### src/rtl/rr_packet_arbiter_pkg.sv
// Shared types and arbitration helpers for the wormhole round-robin output-port arbiter.
package rr_arb_pkg;

    typedef enum logic {IDLE, LOCKED} arb_state_t;

    // Helpers work on a fixed maximum width; callers zero-extend their vectors.
    localparam int unsigned MAX_REQ = 32;

    // Rotate a one-hot vector up by one position within its low n bits.
    function automatic logic [MAX_REQ-1:0] rotate_onehot(input logic [MAX_REQ-1:0] v,
                                                         input int unsigned n);
        logic [MAX_REQ-1:0] mask;
        logic               wrap;
        mask = (MAX_REQ'(1) << n) - MAX_REQ'(1);
        wrap = |(v & ~(mask >> 1));
        return ((v << 1) & mask) | MAX_REQ'(wrap);
    endfunction

    // First set request at or above the priority bit, else the lowest set request.
    function automatic logic [MAX_REQ-1:0] rr_pick(input logic [MAX_REQ-1:0] req,
                                                   input logic [MAX_REQ-1:0] pri);
        logic [MAX_REQ-1:0] hi;
        hi = req & ~(pri - MAX_REQ'(1));
        if (hi != '0)
            return hi & (-hi);
        return req & (-req);
    endfunction

endpackage

### src/rtl/rr_packet_arbiter_if.sv
// Request/grant bundle between input-port buffers, the arbiter and the crossbar mux select.
interface rr_packet_arbiter_if #(
    parameter int unsigned NUM_REQ = 4
) ();
    logic [NUM_REQ-1:0] req_i;
    logic [NUM_REQ-1:0] tail_i;
    logic               out_ready_i;
    logic [NUM_REQ-1:0] gnt_o;
    logic               xfer_o;
    logic               busy_o;
    logic [NUM_REQ-1:0] priority_o;
    logic               timeout_o;

    modport slave (
        input  req_i, tail_i, out_ready_i,
        output gnt_o, xfer_o, busy_o, priority_o, timeout_o
    );

    modport master (
        output req_i, tail_i, out_ready_i,
        input  gnt_o, xfer_o, busy_o, priority_o, timeout_o
    );
endinterface

### src/rtl/rr_packet_arbiter_priority_reg.sv
// One-hot rotating priority register; resets to requester 0 and moves just past the winner on release.
module rr_priority_reg
    import rr_arb_pkg::*;
#(
    parameter int unsigned NUM_REQ = 4
) (
    input  logic               clk,
    input  logic               reset,
    input  logic               advance,
    input  logic [NUM_REQ-1:0] winner,
    output logic [NUM_REQ-1:0] priority_q
);

    always_ff @(posedge clk or posedge reset) begin
        if (reset)
            priority_q <= NUM_REQ'(1);
        else if (advance)
            priority_q <= NUM_REQ'(rotate_onehot(MAX_REQ'(winner), NUM_REQ));
    end

endmodule

### src/rtl/rr_packet_arbiter.sv
// Wormhole round-robin arbiter: locks one requester head-to-tail, then rotates priority past it.
// Optional stall-timeout release is built when RR_PACKET_ARB_TIMEOUT_EN is defined.
module rr_packet_arbiter
    import rr_arb_pkg::*;
#(
    parameter int unsigned NUM_REQ        = 4,
    parameter int unsigned TIMEOUT_CYCLES = 16
) (
    input  logic               clk,
    input  logic               reset,
    rr_packet_arbiter_if.slave bus
);

    if (NUM_REQ < 2 || NUM_REQ > MAX_REQ || TIMEOUT_CYCLES < 1) begin : g_bad_cfg
        $error("rr_packet_arbiter: unsupported NUM_REQ/TIMEOUT_CYCLES");
    end

    arb_state_t         state_q, state_d;
    logic [NUM_REQ-1:0] gnt_q, gnt_d;
    logic [NUM_REQ-1:0] pri_q;
    logic [NUM_REQ-1:0] pick;
    logic               busy_q;
    logic               xfer;
    logic               tail_sel;
    logic               release_arb;
    logic               timeout_hit;

    assign pick     = NUM_REQ'(rr_pick(MAX_REQ'(bus.req_i), MAX_REQ'(pri_q)));
    assign xfer     = (|(gnt_q & bus.req_i)) & bus.out_ready_i;
    assign tail_sel = |(gnt_q & bus.tail_i);

    always_comb begin
        state_d     = state_q;
        gnt_d       = gnt_q;
        release_arb = 1'b0;
        case (state_q)
            IDLE: begin
                if (bus.req_i != '0) begin
                    state_d = LOCKED;
                    gnt_d   = pick;
                end
            end
            LOCKED: begin
                if ((xfer && tail_sel) || timeout_hit) begin
                    state_d     = IDLE;
                    gnt_d       = '0;
                    release_arb = 1'b1;
                end
            end
            default: begin
                state_d = IDLE;
                gnt_d   = '0;
            end
        endcase
    end

    always_ff @(posedge clk or posedge reset) begin
        if (reset) begin
            state_q <= IDLE;
            gnt_q   <= '0;
            busy_q  <= 1'b0;
        end else begin
            state_q <= state_d;
            gnt_q   <= gnt_d;
            busy_q  <= (state_d == LOCKED);
        end
    end

    // gnt_q still holds the winner during the release cycle, so it seeds the rotation.
    rr_priority_reg #(
        .NUM_REQ (NUM_REQ)
    ) u_priority (
        .clk        (clk),
        .reset      (reset),
        .advance    (release_arb),
        .winner     (gnt_q),
        .priority_q (pri_q)
    );

`ifdef RR_PACKET_ARB_TIMEOUT_EN
    localparam int unsigned CNT_W = $clog2(TIMEOUT_CYCLES + 1);

    logic [CNT_W-1:0] stall_q, stall_d;
    logic             timeout_q;

    // Release on the edge where the stall count would reach TIMEOUT_CYCLES.
    assign timeout_hit = (state_q == LOCKED) && !xfer &&
                         (stall_q == CNT_W'(TIMEOUT_CYCLES - 1));

    always_comb begin
        stall_d = stall_q + CNT_W'(1);
        if (state_q != LOCKED || xfer || timeout_hit)
            stall_d = '0;
    end

    always_ff @(posedge clk or posedge reset) begin
        if (reset) begin
            stall_q   <= '0;
            timeout_q <= 1'b0;
        end else begin
            stall_q   <= stall_d;
            timeout_q <= timeout_hit;
        end
    end

    assign bus.timeout_o = timeout_q;
`else
    assign timeout_hit   = 1'b0;
    assign bus.timeout_o = 1'b0;
`endif

    assign bus.gnt_o      = gnt_q;
    assign bus.xfer_o     = xfer;
    assign bus.busy_o     = busy_q;
    assign bus.priority_o = pri_q;

    a_gnt_onehot0 : assert property (@(posedge clk) disable iff (reset) $onehot0(gnt_q));

endmodule

### src/flat_wrapper.sv
// flat-port wrapper written by rule: the top's interface ports become plain ports
module rr_packet_arbiter_flat import rr_arb_pkg::*;
#(
    parameter int unsigned NUM_REQ        = 4,
    parameter int unsigned TIMEOUT_CYCLES = 16
)
  (clk, reset, bus_req_i, bus_tail_i, bus_out_ready_i, bus_gnt_o, bus_xfer_o, bus_busy_o, bus_priority_o, bus_timeout_o);
  rr_packet_arbiter_if #(.NUM_REQ(NUM_REQ)) bus_i ();
  input  logic clk;
  input  logic reset;
  input wire logic [$bits(bus_i.req_i)-1:0] bus_req_i;
  input wire logic [$bits(bus_i.tail_i)-1:0] bus_tail_i;
  input wire logic [$bits(bus_i.out_ready_i)-1:0] bus_out_ready_i;
  output wire logic [$bits(bus_i.gnt_o)-1:0] bus_gnt_o;
  output wire logic [$bits(bus_i.xfer_o)-1:0] bus_xfer_o;
  output wire logic [$bits(bus_i.busy_o)-1:0] bus_busy_o;
  output wire logic [$bits(bus_i.priority_o)-1:0] bus_priority_o;
  output wire logic [$bits(bus_i.timeout_o)-1:0] bus_timeout_o;
  assign bus_i.req_i = bus_req_i;
  assign bus_i.tail_i = bus_tail_i;
  assign bus_i.out_ready_i = bus_out_ready_i;
  assign bus_gnt_o = bus_i.gnt_o;
  assign bus_xfer_o = bus_i.xfer_o;
  assign bus_busy_o = bus_i.busy_o;
  assign bus_priority_o = bus_i.priority_o;
  assign bus_timeout_o = bus_i.timeout_o;
  rr_packet_arbiter #(.NUM_REQ(NUM_REQ), .TIMEOUT_CYCLES(TIMEOUT_CYCLES)) u_core (.clk(clk), .reset(reset), .bus(bus_i));
endmodule
### config.mk
export PLATFORM = sky130hd
export DESIGN_NAME = rr_packet_arbiter_flat
export DESIGN_NICKNAME = d
export VERILOG_FILES = /design/src/rtl/rr_packet_arbiter_pkg.sv /design/src/rtl/rr_packet_arbiter_if.sv /design/src/rtl/rr_packet_arbiter_priority_reg.sv /design/src/rtl/rr_packet_arbiter.sv /design/src/flat_wrapper.sv
export SDC_FILE = /design/constraint.sdc
export NUM_CORES = 1
export LEC_CHECK = 0
export BUFFER_PORTS_ARGS = -buffer_cell sky130_fd_sc_hd__buf_4
export CAP_MARGIN = 30
export CORE_UTILIZATION = 41
export DETAILED_ROUTE_END_ITERATION = 12
export PLACE_DENSITY = 0.69
export SLEW_MARGIN = 5
export SYNTH_ARGS = -nofsm -noshare
export SYNTH_HDL_FRONTEND = slang
export SYNTH_SLANG_ARGS = --single-unit
### constraint.sdc
create_clock -name clk -period 1.44 [get_ports clk]
set_input_delay 0.288 -clock clk [delete_from_list [all_inputs] [get_ports clk]]
set_output_delay 0.288 -clock clk [all_outputs]
set_load 0.02 [all_outputs]
==> metrics.txt, run 1 <==
# TYPE chip_impl_metric gauge
chip_impl_info{name="run_status",value="finished with violations"} 1
chip_impl_info{name="failed_checks",value="negative setup slack"} 1
chip_impl_metric{name="drc",unit=""} 0
chip_impl_info{name="grt_setup_unrepaired",value="yes"} 1
chip_impl_metric{name="core.rowCount",unit=""} 13
chip_impl_metric{name="grt_pass1_vias",unit=""} 527
chip_impl_metric{name="synth.cell_area",unit="sq um"} 573
chip_impl_metric{name="cts_buffer_depth",unit=""} 2
chip_impl_metric{name="layout_setup_ws",unit="ns"} -0.0148
chip_impl_metric{name="n_diodes",unit=""} 0
chip_impl_metric{name="antenna_found_initial",unit=""} 0
chip_impl_metric{name="synth-edff-count",unit=""} 0
chip_impl_metric{name="placeable_core_area",unit="sq um"} 1300
chip_impl_metric{name="min_period_over_period",unit="%"} 101
chip_impl_metric{name="die_h",unit="um"} 39.4
chip_impl_info{name="timing.critical_path.max_delay_family",value="simple AND/OR/NAND/NOR gates"} 1
chip_impl_metric{name="number_of_storage_elements_in_the_synthesis_netlist",unit=""} 9
chip_impl_info{name="synthTopCellsByCount",value="sky130_fd_sc_hd__dfrtp_1 (8), sky130_fd_sc_hd__nand2_1 (8), sky130_fd_sc_hd__a22oi_1 (5), sky130_fd_sc_hd__inv_1 (5), sky130_fd_sc_hd__mux2_4 (4)"} 1
chip_impl_metric{name="drt-total-wl",unit="um"} 1580
chip_impl_metric{name="postSynthCellCount",unit=""} 57
chip_impl_metric{name="grt_use_total",unit="%"} 24.1
chip_impl_metric{name="clkTransAtPathRegs",unit="ns"} 0.06
chip_impl_metric{name="drv_cap",unit=""} 0
chip_impl_metric{name="finalWeightedCongestion",unit=""} 0.877
chip_impl_metric{name="leakage",unit="nW"} 0.428
chip_impl_metric{name="top_level_ports",unit=""} 22
chip_impl_info{name="setup.worst_path.class",value="reg -> reg"} 1
chip_impl_metric{name="place.detailed.hpwl",unit="um"} 1170
chip_impl_info{name="cp_cell_sequence",value="or4_4 -> nand3_4 -> a31oi_1 -> o32ai_2"} 1
chip_impl_metric{name="post_route_cells_drive_above_1_share",unit="%"} 65.9
chip_impl_metric{name="globalRouteOverflowTotal",unit=""} 0
chip_impl_metric{name="routed_wire_length_per_instance",unit="um"} 14.9
chip_impl_metric{name="placement.io_buffers",unit=""} 20
chip_impl_metric{name="vias_per_cell",unit=""} 5.74
chip_impl_metric{name="clk-insertion-delay-late",unit="ns"} 0.26
chip_impl_metric{name="fin_tns_setup",unit="ns"} -0.0148
chip_impl_metric{name="critical_path_required",unit="ns"} 1.60
chip_impl_metric{name="fin_nets",unit=""} 104
chip_impl_metric{name="final_max_slew_viol_count",unit=""} 0
chip_impl_metric{name="cts.sink_count",unit=""} 9
chip_impl_metric{name="power-per-cell-area",unit="nW/um^2"} 1790
chip_impl_info{name="synth.top_cells.by_area",value="sky130_fd_sc_hd__dfrtp_1 (35%), sky130_fd_sc_hd__mux2_4 (10%), sky130_fd_sc_hd__a22oi_1 (6.6%)"} 1
chip_impl_metric{name="postSynth.asyncResetShare",unit="%"} 100
chip_impl_metric{name="fmaxAchievable",unit="MHz"} 687
chip_impl_metric{name="postSynthAreaPerCell",unit="sq um"} 10.1
chip_impl_info{name="post-synth-top-area-cell",value="sky130_fd_sc_hd__dfrtp_1"} 1
chip_impl_metric{name="fin_skew",unit="ns"} 0.00940
chip_impl_info{name="start_kind",value="register"} 1
chip_impl_metric{name="initial_standard_cell_utilization_of_the_core",unit="%"} 44.0
chip_impl_metric{name="hold_slack",unit="ns"} 0.390
chip_impl_metric{name="worst_path_arrival",unit="ns"} 1.61
chip_impl_info{name="ys.flop_type",value="sky130_fd_sc_hd__dfrtp_1"} 1
chip_impl_info{name="cts_root_buffer",value="sky130_fd_sc_hd__clkbuf_4"} 1
chip_impl_metric{name="global_route_wire_length_before_repair",unit="um"} 2390
chip_impl_metric{name="timing.final.crit_period",unit="ns"} 1.45
chip_impl_metric{name="post_synth_top_area_share",unit="%"} 34.9
chip_impl_metric{name="syn2layout_area_growth",unit="%"} 63.3
chip_impl_metric{name="endpoints_failing_hold",unit=""} 0
chip_impl_metric{name="placed_area",unit="sq um"} 845
chip_impl_metric{name="irDropWorstVdd",unit="mV"} 1.01
chip_impl_metric{name="seq_area_frac_synth",unit="%"} 39.5
chip_impl_metric{name="die_x",unit="um"} 39.4
chip_impl_metric{name="htree_num_levels",unit=""} 1
chip_impl_metric{name="postLayoutCellArea",unit="sq um"} 936
chip_impl_metric{name="mappedNetlistNets",unit=""} 69
chip_impl_metric{name="floorplan.die_area",unit="sq um"} 1550
chip_impl_metric{name="crit_fanout",unit=""} 4
chip_impl_metric{name="count_of_yosys_warnings_during_synthesis",unit=""} 0
chip_impl_metric{name="firstDrtPassIters",unit=""} 4
chip_impl_info{name="min_delay_path_class",value="in -> reg"} 1
chip_impl_metric{name="cp_slowest_stage_delay",unit="ns"} 0.55
chip_impl_metric{name="initialDrtViolationCount",unit=""} 15
chip_impl_metric{name="cts_buffers",unit=""} 3
chip_impl_info{name="cts_tree",value="done"} 1
chip_impl_info{name="timing.critical_path.slowest_stage_cell",value="sky130_fd_sc_hd__or4_4"} 1
chip_impl_metric{name="cp.buffers_inverters",unit=""} 0
chip_impl_metric{name="grt_start_max_net_pins",unit=""} 10
chip_impl_info{name="cp-end-kind",value="register"} 1
chip_impl_metric{name="antenna_left",unit=""} 0
chip_impl_metric{name="report.final.setup_viol",unit=""} 1
chip_impl_metric{name="yosysUniqueCellTypes",unit=""} 29
chip_impl_metric{name="overall_via_count_from_detail_route",unit=""} 608
## stage by stage
| stage | power (W) | util (%) | setup slack [ns] | std cells |
|---|---|---|---|---|
| after floorplan | 0.000972 | - | -0.126 | 57 |
| after global placement | 0.00134 | 64.9 | -0.0563 | 101 |
| after detailed placement | 0.00134 | 64.9 | -0.0551 | 101 |
| after CTS | 0.00157 | 69.0 | -0.0116 | 106 |
| after global routing | 0.00178 | 71.9 | -0.0395 | 106 |
| final | 0.00167 | 71.9 | -0.0148 | 106 |
## sequential cells by signal, indices dropped and copies added, names as in the netlist
register,flops
u_core.bus.gnt_o,4
u_core.u_priority.priority_q,4
u_core.state_q,1
## worst paths after layout
kind                                                        startpoint                                     endpoint  slack [ns]  cells past startpoint
setup reg to reg           u_core.u_priority.priority_q[3]$_DFFE_PP0P_              u_core.bus.gnt_o[0]$_DFFE_PP0P_       -0.01                      4
setup / recovery           u_core.u_priority.priority_q[3]$_DFFE_PP0P_              u_core.bus.gnt_o[0]$_DFFE_PP0P_       -0.01                      4
hold / removal                                            bus_req_i[1]                     u_core.state_q$_DFF_PP0_        0.39                      3
hold reg to reg                               u_core.state_q$_DFF_PP0_              u_core.bus.gnt_o[0]$_DFFE_PP0P_        0.59                      1
max in group asynchronous                                        reset  u_core.u_priority.priority_q[0]$_DFFE_PP1P_        0.60                      3
min in group asynchronous                                        reset                     u_core.state_q$_DFF_PP0_        0.54                      3
## cells by family after synthesis
logic type | Yosys count | synth area share (%)
AO/OA/AOI/OAI | 17 | 22.7
AND/OR/NAND/NOR | 16 | 15.5
flip-flops | 9 | 39.5
buffers and inverters | 8 | 7.42
multiplexers | 4 | 10.5
adder cells (fa/ha/maj) | 1 | 2.18
other | 1 | 0.654
XOR/XNOR | 1 | 1.53
## placed cells by master (no fill, tap or decap)
cell                            count
sky130_fd_sc_hd__a22oi_2            3
sky130_fd_sc_hd__nand2_1            7
sky130_fd_sc_hd__nor3b_1            1
sky130_fd_sc_hd__nand2_2            1
sky130_fd_sc_hd__clkbuf_4           3
sky130_fd_sc_hd__a22oi_1            2
sky130_fd_sc_hd__a21boi_2           3
sky130_fd_sc_hd__o22ai_1            2
sky130_fd_sc_hd__clkbuf_1           1
sky130_fd_sc_hd__a21oi_1            2
sky130_fd_sc_hd__o32ai_2            2
sky130_fd_sc_hd__xnor2_2            1
sky130_fd_sc_hd__conb_1             1
sky130_fd_sc_hd__and3_4             1
sky130_fd_sc_hd__buf_4             31
sky130_fd_sc_hd__dfrtp_2            4
sky130_fd_sc_hd__a31oi_1            1
sky130_fd_sc_hd__nand3_4            1
sky130_fd_sc_hd__mux2_4             4
sky130_fd_sc_hd__nor3_1             1
sky130_fd_sc_hd__ha_4               1
sky130_fd_sc_hd__nand2b_1           1
sky130_fd_sc_hd__o31ai_4            1
sky130_fd_sc_hd__dfrtp_1            4
sky130_fd_sc_hd__inv_2              1
sky130_fd_sc_hd__o2111ai_1          1
sky130_fd_sc_hd__buf_6              1
sky130_fd_sc_hd__inv_1              4
sky130_fd_sc_hd__dfstp_2            1
sky130_fd_sc_hd__or2_0              1
sky130_fd_sc_hd__dlygate4sd3_1      1
sky130_fd_sc_hd__nor4_1             1
sky130_fd_sc_hd__or4_4              1
## cell type report
class	instances	area [sq um]
tap	15	18.8
inverter	5	18.8
timing repair buffer	33	254
clock buffer	4	26.3
multi-input combinational	40	387
sequential	9	231
fill	93	365
## timing repair
item,in CTS,in global routing
resized for setup,5,7
cloned,0,0
hold endpoints to repair,4,0
pin swaps,1,7
endpoints found under the setup margin,6,8
buffers inserted,0,0
hold buffers,1,0
## worst reg2reg max path: stages (launching register included)
cell and delay [ns]:
sky130_fd_sc_hd__dfrtp_1 0.38, sky130_fd_sc_hd__or4_4 0.55, sky130_fd_sc_hd__nand3_4 0.10, sky130_fd_sc_hd__a31oi_1 0.11
sky130_fd_sc_hd__o32ai_2 0.21
## per-layer routing
metal | wire (um) | global-route usage [%] | vias up
li1 | - | - | 283
met1 | 683 | 30.2 | 292
met2 | 760 | 36.3 | 25
met3 | 96 | 8.52 | 8
met4 | 42 | 12.1 | 0
met5 | 0 | 0 | -
## power by group
group	switching (W)	leakage (nW)	total, W	internal [W]
Combinational	0.000491	0.305	0.00105	0.000555
Clock	0.0000863	0.0150	0.000193	0.000107
Sequential	0.0000920	0.108	0.000432	0.000340
Note: power is estimated with default switching activity, not from simulation.
==> run 2: changes to the inputs <==
Settings changed: SETUP_SLACK_MARGIN set to 0.4.
==> run 2 against run 1 <==
Compared with the run above:
- worst hold slack got worse by 0.033 ns
- design area increased by 17%
- die area unchanged
- highest routed layer unchanged
- power increased by 19%
- fmax decreased by 0.32%
- clock power increased by 7%
- sequential power increased by 3%
- via count increased by 8.1%
- combinational power increased by 28%
- final cell count increased by 10%
- largest power group unchanged
- the flow still finishes with violations (negative setup slack)
- sequential cell count unchanged
- critical path type unchanged
==> metrics.txt, run 2 (synthesized netlist as in run 1, its figures left out) <==
# TYPE chip_impl_metric gauge
chip_impl_metric{name="drc",unit=""} 0
chip_impl_metric{name="worst_path_arrival",unit="ns"} 1.61
chip_impl_info{name="failed_checks",value="negative setup slack"} 1
chip_impl_metric{name="fin_tns_setup",unit="ns"} -0.0304
chip_impl_metric{name="die_h",unit="um"} 39.4
chip_impl_metric{name="vias_per_cell",unit=""} 5.62
chip_impl_info{name="timing.critical_path.max_delay_family",value="flip-flops"} 1
chip_impl_metric{name="die_x",unit="um"} 39.4
chip_impl_metric{name="ff2ff_setup_slack",unit="ns"} -0.02
chip_impl_metric{name="fmaxAchievable",unit="MHz"} 685
chip_impl_info{name="cp_cell_sequence",value="inv_2 -> ha_4 -> xnor2_2 -> nand2_2 -> a31oi_2 -> o32ai_2"} 1
chip_impl_metric{name="cts.sink_count",unit=""} 9
chip_impl_info{name="min_delay_path_class",value="in -> reg"} 1
chip_impl_info{name="grt_setup_unrepaired",value="yes"} 1
chip_impl_metric{name="cts_buffer_depth",unit=""} 2
chip_impl_metric{name="finalWeightedCongestion",unit=""} 0.897
chip_impl_metric{name="antenna_found_initial",unit=""} 0
chip_impl_metric{name="place.detailed.hpwl",unit="um"} 1120
chip_impl_metric{name="pre_cts_ws",unit="ns"} -0.0115
chip_impl_metric{name="fin_nets",unit=""} 115
chip_impl_metric{name="global_route_wire_length_before_repair",unit="um"} 2430
chip_impl_metric{name="n_diodes",unit=""} 0
chip_impl_metric{name="top_level_ports",unit=""} 22
chip_impl_metric{name="firstDrtPassIters",unit=""} 4
chip_impl_metric{name="critical_path_required",unit="ns"} 1.59
chip_impl_metric{name="htree_num_levels",unit=""} 1
chip_impl_info{name="cp-end-kind",value="register"} 1
chip_impl_metric{name="leakage",unit="nW"} 0.500
chip_impl_metric{name="finalPower",unit="W"} 0.00199
chip_impl_metric{name="placed_area",unit="sq um"} 837
chip_impl_metric{name="timing.final.crit_period",unit="ns"} 1.46
chip_impl_metric{name="endpoints_failing_hold",unit=""} 0
chip_impl_info{name="timing.critical_path.slowest_stage_cell",value="sky130_fd_sc_hd__dfstp_2"} 1
chip_impl_metric{name="final_max_slew_viol_count",unit=""} 0
chip_impl_metric{name="irDropWorstVdd",unit="mV"} 1.13
chip_impl_metric{name="syn2layout_area_growth",unit="%"} 91.7
chip_impl_info{name="run_status",value="finished with violations"} 1
chip_impl_metric{name="report.final.setup_viol",unit=""} 2
chip_impl_info{name="cts_tree",value="done"} 1
chip_impl_metric{name="placeable_core_area",unit="sq um"} 1300
chip_impl_metric{name="min_period_over_period",unit="%"} 101
chip_impl_info{name="start_kind",value="register"} 1
chip_impl_metric{name="floorplan.die_area",unit="sq um"} 1550
chip_impl_metric{name="drv_cap",unit=""} 0
chip_impl_metric{name="antenna_left",unit=""} 0
chip_impl_metric{name="clk-insertion-delay-late",unit="ns"} 0.27
chip_impl_info{name="commonest_non_fill_non_tap_cell_in_the_layout",value="sky130_fd_sc_hd__buf_4"} 1
chip_impl_metric{name="filler_cell_count",unit=""} 64
chip_impl_info{name="cts_root_buffer",value="sky130_fd_sc_hd__clkbuf_4"} 1
chip_impl_metric{name="globalRouteOverflowTotal",unit=""} 0
chip_impl_metric{name="initialDrtViolationCount",unit=""} 25
chip_impl_metric{name="multiInputGateArea",unit="sq um"} 397
chip_impl_info{name="final_cell_mix",value="sky130_fd_sc_hd__buf_4 (24), sky130_fd_sc_hd__buf_6 (19), sky130_fd_sc_hd__nand2_1 (7)"} 1
chip_impl_metric{name="cp.buffers_inverters",unit=""} 1
chip_impl_metric{name="layout_setup_ws",unit="ns"} -0.0194
chip_impl_metric{name="drt-total-wl",unit="um"} 2080
chip_impl_metric{name="core.rowCount",unit=""} 13
chip_impl_metric{name="grt_use_total",unit="%"} 24.9
chip_impl_metric{name="clkTransAtPathRegs",unit="ns"} 0.06
chip_impl_metric{name="postLayoutCellArea",unit="sq um"} 1100
chip_impl_metric{name="layout.area.seq",unit="sq um"} 234
chip_impl_metric{name="cp_slowest_stage_delay",unit="ns"} 0.56
chip_impl_metric{name="placement.io_buffers",unit=""} 20
chip_impl_metric{name="fin_skew",unit="ns"} 0.00250
chip_impl_metric{name="post_route_cells_drive_above_1_share",unit="%"} 73.5
chip_impl_metric{name="overall_via_count_from_detail_route",unit=""} 657
chip_impl_info{name="setup.worst_path.class",value="reg -> reg"} 1
chip_impl_metric{name="hold_slack",unit="ns"} 0.356
chip_impl_metric{name="grt_start_max_net_pins",unit=""} 10
chip_impl_metric{name="initial_standard_cell_utilization_of_the_core",unit="%"} 44.0
chip_impl_metric{name="routed_wire_length_per_instance",unit="um"} 17.8
chip_impl_metric{name="power-per-cell-area",unit="nW/um^2"} 1810
chip_impl_metric{name="cts_buffers",unit=""} 3
chip_impl_metric{name="crit_fanout",unit=""} 4
chip_impl_metric{name="grt_pass1_vias",unit=""} 525
[run 2: cell count changes in the layout (fill, tap and decap cells not counted), sizes merged]
cell	previous run	this run
buf	32	43
[run 2: worst reg2reg max path: stages, from the launching register on]
cell	delay (ns)
sky130_fd_sc_hd__dfstp_2	0.56
sky130_fd_sc_hd__inv_2	0.06
sky130_fd_sc_hd__ha_4	0.16
sky130_fd_sc_hd__xnor2_2	0.15
sky130_fd_sc_hd__nand2_2	0.12
sky130_fd_sc_hd__a31oi_2	0.20
sky130_fd_sc_hd__o32ai_2	0.09
[run 2: where the power goes]
part / internal [W] / switching [W] / leakage, nW / total, W
clock network: 0.000107 / 0.0000997 / 0.0150 / 0.000207
logic: 0.000760 / 0.000581 / 0.379 / 0.00134
registers: 0.000344 / 0.0000992 / 0.106 / 0.000443
[run 2: layer usage]
metal	wire, um	global-route usage, %
met5	0	0
met4	46	5.17
met3	105	8.52
met2	1110	41.7
met1	816	30.6
[run 2: stage by stage]
stage               utilization (%)  std cells
finish                         84.4        117
global route                   84.4        117
CTS                            79.4        112
detailed placement             64.3        100
global placement               64.3        100
floorplan                         -         57
[run 2: cell type report]
cell class / count / share of cell area, %
Timing Repair Buffer: 44 / 36.8
Multi-Input combinational cell: 40 / 36.1
Sequential cell: 9 / 21.3
Clock buffer: 4 / 2.39
Inverter: 5 / 1.71
Tap cell: 15 / 1.71
[run 2: path summary, 6_finish.rpt]
path                                                                   from                                           to  cells after the start
worst min-delay path                                           bus_req_i[1]                     u_core.state_q$_DFF_PP0_                      3
min in group asynchronous                                             reset  u_core.u_priority.priority_q[3]$_DFFE_PP0P_                      3
max in group asynchronous                                             reset  u_core.u_priority.priority_q[0]$_DFFE_PP1P_                      3
worst max register to register  u_core.u_priority.priority_q[0]$_DFFE_PP1P_              u_core.bus.gnt_o[0]$_DFFE_PP0P_                      6
worst max-delay path            u_core.u_priority.priority_q[0]$_DFFE_PP1P_              u_core.bus.gnt_o[0]$_DFFE_PP0P_                      6
worst min register to register                     u_core.state_q$_DFF_PP0_              u_core.bus.gnt_o[0]$_DFFE_PP0P_                      2
[run 2: what timing repair did]
action / in CTS / in global routing
buffers inserted: 7 / 5
hold buffers: 1 / 0
setup endpoints to repair: 19 / 19
gates cloned: 0 / 0
pin swaps: 11 / 1
hold endpoints to repair: 8 / 0
resized for setup: 26 / 8
